===== config.mk =====
export PLATFORM = sky130hd
export DESIGN_NAME = wb_regfile
export DESIGN_NICKNAME = d
export VERILOG_FILES = /design/src/rtl/wisc_pkg.sv /design/src/rtl/rf_array.sv /design/src/rtl/wb_regfile.sv
export SDC_FILE = /design/constraint.sdc
export NUM_CORES = 1
export LEC_CHECK = 0
export BUFFER_PORTS_ARGS = -buffer_cell sky130_fd_sc_hd__buf_4
export CAP_MARGIN = 0
export CORE_ASPECT_RATIO = 0.75
export CORE_MARGIN = 2
export CORE_UTILIZATION = 55
export DETAILED_ROUTE_END_ITERATION = 8
export PLACE_DENSITY = 0.77
export SLEW_MARGIN = 20
export SYNTH_ARGS = -nofsm -noshare
export SYNTH_HDL_FRONTEND = slang
export SYNTH_HIERARCHICAL = 1
export SYNTH_SLANG_ARGS = --single-unit

===== constraint.sdc =====
create_clock -name clk -period 2.4 [get_ports clk]
set_clock_uncertainty 0.05 [all_clocks]
set_input_delay 0 -clock clk [delete_from_list [all_inputs] [get_ports clk]]
set_output_delay 0 -clock clk [all_outputs]
set_load 0.05 [all_outputs]

===== src/rtl/wisc_pkg.sv =====
// Shared types for the write-back stage: word and register-index widths and
// the write-back FSM state encoding.
package wisc_pkg;
  localparam int DATA_W    = 16;
  localparam int REG_IDX_W = 4;
  localparam int NREG      = 16;

  typedef logic [DATA_W-1:0]    word_t;
  typedef logic [REG_IDX_W-1:0] reg_idx_t;

  typedef enum logic {WB_RUN, WB_HALTED} wb_state_t;
endpackage


===== src/rtl/rf_array.sv =====
// Architectural register storage: one synchronous write port, two
// asynchronous read ports, R0 reads as zero and is never written.
module rf_array #(
  parameter int NREG   = 16,
  parameter int DATA_W = 16,
  parameter int IDX_W  = 4
) (
  input  logic              clk,
  input  logic              rst_n,
  input  logic              i_we,
  input  logic [IDX_W-1:0]  i_waddr,
  input  logic [DATA_W-1:0] i_wdata,
  input  logic [IDX_W-1:0]  i_raddr_a,
  input  logic [IDX_W-1:0]  i_raddr_b,
  output logic [DATA_W-1:0] o_rdata_a,
  output logic [DATA_W-1:0] o_rdata_b
);
  logic [DATA_W-1:0] r_mem [NREG];

  // Async clear of every entry keeps reads at zero the instant reset asserts.
  always_ff @(posedge clk or negedge rst_n) begin
    if (!rst_n) begin
      for (int i = 0; i < NREG; i++) r_mem[i] <= '0;
    end else if (i_we && (i_waddr != '0)) begin
      r_mem[i_waddr] <= i_wdata;
    end
  end

  assign o_rdata_a = (i_raddr_a == '0) ? '0 : r_mem[i_raddr_a];
  assign o_rdata_b = (i_raddr_b == '0) ? '0 : r_mem[i_raddr_b];
endmodule


===== src/rtl/wb_regfile.sv =====
// Write-back stage: selects the result word, commits it to the register file,
// bypasses same-cycle writes to decode reads, and sequences HALT.
module wb_regfile #(
  parameter int DATA_W = 16,
  parameter int NREG   = 16,
  parameter int CNT_W  = 16
) (
  input  logic                          clk,
  input  logic                          rst_n,
  input  logic                          RegWrite_in,
  input  logic                          ret_in,
  input  logic                          mem_to_reg_in,
  input  logic [wisc_pkg::REG_IDX_W-1:0] reg_rd_in,
  input  logic [DATA_W-1:0]             mem_read_data_in,
  input  logic [DATA_W-1:0]             alu_result_in,
  input  logic                          HALT_in,
  input  logic [wisc_pkg::REG_IDX_W-1:0] rs_addr,
  input  logic [wisc_pkg::REG_IDX_W-1:0] rt_addr,
  output logic [DATA_W-1:0]             rs_data,
  output logic [DATA_W-1:0]             rt_data,
  output logic                          wb_en_out,
  output logic [wisc_pkg::REG_IDX_W-1:0] wb_rd_out,
  output logic [DATA_W-1:0]             wb_data_out,
  output logic                          ret_commit,
  output logic                          halted,
  output logic [CNT_W-1:0]              wr_count
);
  import wisc_pkg::*;

  wb_state_t         r_state;
  wb_state_t         w_state_next;
  logic              r_ret_commit;
  logic [CNT_W-1:0]  r_wr_count;
  logic [DATA_W-1:0] w_wb_data;
  logic              w_commit;
  logic [DATA_W-1:0] w_rf_rs;
  logic [DATA_W-1:0] w_rf_rt;

  assign w_wb_data = mem_to_reg_in ? mem_read_data_in : alu_result_in;
  assign w_commit  = RegWrite_in && (reg_rd_in != '0) && (r_state == WB_RUN);

  rf_array #(
    .NREG   (NREG),
    .DATA_W (DATA_W),
    .IDX_W  (REG_IDX_W)
  ) u_rf (
    .clk       (clk),
    .rst_n     (rst_n),
    .i_we      (w_commit),
    .i_waddr   (reg_rd_in),
    .i_wdata   (w_wb_data),
    .i_raddr_a (rs_addr),
    .i_raddr_b (rt_addr),
    .o_rdata_a (w_rf_rs),
    .o_rdata_b (w_rf_rt)
  );

  // Write-before-read: a commit this cycle is visible to decode immediately.
  always_comb begin
    rs_data = w_rf_rs;
    rt_data = w_rf_rt;
    if (rs_addr == '0)                          rs_data = '0;
    else if (w_commit && (rs_addr == reg_rd_in)) rs_data = w_wb_data;
    if (rt_addr == '0)                          rt_data = '0;
    else if (w_commit && (rt_addr == reg_rd_in)) rt_data = w_wb_data;
  end

  always_ff @(posedge clk or negedge rst_n) begin
    if (!rst_n) r_state <= WB_RUN;
    else        r_state <= w_state_next;
  end

  always_comb begin
    w_state_next = r_state;
    case (r_state)
      WB_RUN:    if (HALT_in) w_state_next = WB_HALTED;
      WB_HALTED: w_state_next = WB_HALTED;
      default:   w_state_next = WB_RUN;
    endcase
  end

  always_ff @(posedge clk or negedge rst_n) begin
    if (!rst_n) begin
      r_ret_commit <= 1'b0;
      r_wr_count   <= '0;
    end else begin
      r_ret_commit <= ret_in && (r_state == WB_RUN);
      if (w_commit && (r_wr_count != {CNT_W{1'b1}}))
        r_wr_count <= r_wr_count + CNT_W'(1);
    end
  end

  assign wb_en_out   = w_commit;
  assign wb_rd_out   = reg_rd_in;
  assign wb_data_out = w_wb_data;
  assign ret_commit  = r_ret_commit;
  assign halted      = (r_state == WB_HALTED);
  assign wr_count    = r_wr_count;
endmodule

==> impl_metrics.toml <==
[route]
wl_um = 43640
drc_errors = 0
drtAntennaViolNets = 0
viasPerCell = 6.779
drtIter0Drc = 1092
via_count = 10637
wire_per_inst_um = 27.81
first_pass_iters = 5

[clocking]
cts_root_buf = "clkbuf_16"
clk_pin_slew_ns = 0.07
cts.sinks = 258
clk_latency_ns = 0.56
cts_tree = "yes"
htreeDepth = 1
cts_made_buffers = 26
cts_buffer_depth = 3

[timing]
setup_tns_ns = -0.04943
final-max-slew-violation-count = 0
post-route-period-util_pct = 102.1
slew_headroom_pct = 47.97
fin_crit_ns = 2.449
layout_setup_ws_ns = -0.04943
finalSetupViolCount = 1
hold_slack_ns = 0.03544
worst_pin_slew_ns = 0.7746
clock.fmax_mhz = 408.3
final-hold-violation-count = 0
rsz0062_at_grt = "yes"

[placement]
post-place-ws_ns = 0.2188
gp_congestion = 0.8556
dpl.hpwl_um = 28400
port-buffer-count = 120

[synth]
synth_seq_cells = 258
syn_inst = 1076
synth_ff_type = "dfrtp_1"
syn_nets = 1127
synth_edf_count = 0
synth_area_per_cell_sq_um = 13.75
synth_area_sq_um = 14800
async_reset_ff_share_pct = 100.0
synth-seq-area-share_pct = 43.63
synth.distinct_cells = 52
synth_warnings = 6

[power]
totalPowerFinal_uw = 10670
intPower_uw = 7760
p_sw_uw = 2912
powerDensity_nw_per_um2 = 605.0
p_clk_share_pct = 43.1
pwr-share-seq_pct = 42.7
pwr-share-comb_pct = 14.2
peakVddDrop_mv = 0.8270
switching_share_pct = 27.29
leakage_uw = 0.008078

[global_routing]
use_met3_pct = 8.154
antenna_found_initial = 0
use_met1_pct = 43.81
grt_util_all_layers_pct = 31.01
use_met2_pct = 45.98
busiest_layer = "met2"
grt_pass1_vias = 10961
overflow = 0
grt_pass1_wl_um = 67030
grt_max_degree = 81

[floorplanning]
die_w_um = 193.4
core_area_sq_um = 26230
die-area_sq_um = 28250
initial_core_util_pct = 56.43
die_h_um = 146.1
rows = 51
ios = 121

[finish]
final_cell_mix = "mux2_2 (259), dfrtp_1 (257), buf_4 (178), mux4_2 (96), nor3_1 (39)"
final_util_pct = 67.26
final_common_cell = "mux2_2"
drive_gt1_share_pct = 57.31
multi_input_area_sq_um = 8009
antenna_cells = 0
area_growth_pct = 19.19
seqCellArea_sq_um = 6457
nFillCells = 1850
final_nets = 1256

[worst_setup_path]
arrival_ns = 2.40
cp_max_fo = 3
cp-start-kind = "flip-flop"
crit_chain = "mux2i_1 > mux4_2 > o211ai_1 > a21oi_1 > nor3_2 > buf_6"
endpoint_kind = "output port"
slowest_stage = "mux4_2"
cp_slowest_stage_delay_ns = 0.47
cp.required_ns = 2.35
path_class = "flip-flop to output port"

[status]
violations = "setup timing"
status = "finished, violations left"

[flow_run]
max-cap-violations = 0

[min_path]
min-delay-path-class = "input port to flip-flop"
-- logic make-up after synthesis --
logic type / count (synthesis) / synth area share, %
buf+inv: 107 / 4.050
xor+xnor: 20 / 1.184
fa+ha+maj: 1 / 0.08453
flops: 258 / 43.63
compound gates: 116 / 5.538
simple gates: 169 / 6.798
mux: 405 / 38.72
-- sequential cells by signal, summed over array words and instances, names as in the netlist --
signal	cells
u_rf/r_mem	240
wr_count	16
halted	1
ret_commit	1
-- worst max-delay path, delay by kind of cell (launching register included) --
| family | cells | cell delay (ns) |
|---|---|---|
| AOI/OAI and AO/OA | 2 | 0.41 |
| buffers and inverters | 1 | 0.21 |
| DFF | 1 | 0.40 |
| muxes | 2 | 0.56 |
| and+or+nand+nor | 1 | 0.26 |
-- final cells by class --
cell class              instances  share of cell area (%)
multi-input cells             711                   45.40
flip-flops and latches        258                   36.61
repair buffers                205                   9.973
clock buffers                  31                   3.965
well taps                     344                   2.440
clock inverters                17                   1.504
inverters                       3                  0.1064
-- repair_timing --
item | CTS | global route
gates resized for setup | 5 | 20
hold buffers | 6 | 0
setup endpoints to repair | 5 | 19
buffers inserted | 0 | 3
pin swaps | 3 | 4
endpoints found under the hold margin | 269 | 0
-- power groups by stage --
stage	clock [uW]	sequential, uW	combinational, uW
after floorplan	0	4650	893
after global placement	0	4620	1470
after detailed placement	0	4630	1490
after CTS	4640	4550	1510
after global routing	4800	4560	1600
final	4600	4550	1520
-- through the flow --
step	std cells	cell area, sq um
floorplan	1076	15000
global placement	1512	16480
detailed placement	1512	16490
CTS	1566	17530
global route	1569	17640
finish	1569	17640
-- cells in the mapped netlist (3+ instances only) --
library cell / n / share of area [%]
a211oi_1: 16 / 0.81
a21oi_1: 33 / 1.1
a221oi_1: 31 / 1.8
a22oi_1: 15 / 0.76
and4_1: 3 / 0.18
buf_2: 36 / 1.2
buf_4: 13 / 0.66
buf_6: 8 / 0.61
clkbuf_1: 42 / 1.1
dfrtp_1: 258 / 44
inv_1: 3 / 0.076
mux2_2: 259 / 20
mux2_4: 30 / 3.0
mux2i_1: 19 / 1.3
mux4_2: 96 / 15
nand2_1: 7 / 0.18
nand2b_1: 4 / 0.17
nand3_1: 5 / 0.17
nand4_1: 6 / 0.25
nor2_1: 15 / 0.38
nor2_2: 10 / 0.42
nor2b_1: 20 / 0.85
nor3_1: 68 / 2.3
nor4_1: 6 / 0.25
nor4_2: 3 / 0.25
o31ai_1: 15 / 0.76
or2_2: 3 / 0.13
or3_1: 3 / 0.13
xnor2_1: 9 / 0.53
xor2_1: 11 / 0.65
-- path summary, 6_finish.rpt --
kind | to | cells past startpoint | from | slack (ns)
max reg2reg | u_rf/r_mem[201] | 7 | halted | 0.23
min in group asynchronous | wr_count[0] | 3 | rst_n | 0.47
min | u_rf/r_mem[124] | 3 | alu_result_in[12] | 0.04
min reg2reg | ret_commit | 1 | halted | 0.41
max | rt_data[14] | 6 | u_rf/r_mem[238] | -0.05
max in group asynchronous | u_rf/r_mem[99] | 4 | rst_n | 0.89
-- metal layers --
metal  up-vias  routed length (um)
met1      5519               18070
met2       581               19580
met4         0                1719
li1       4418                   -
met3       119                4266
met5         -                   0
No activity file was read; power rests on OpenSTA's default activity.
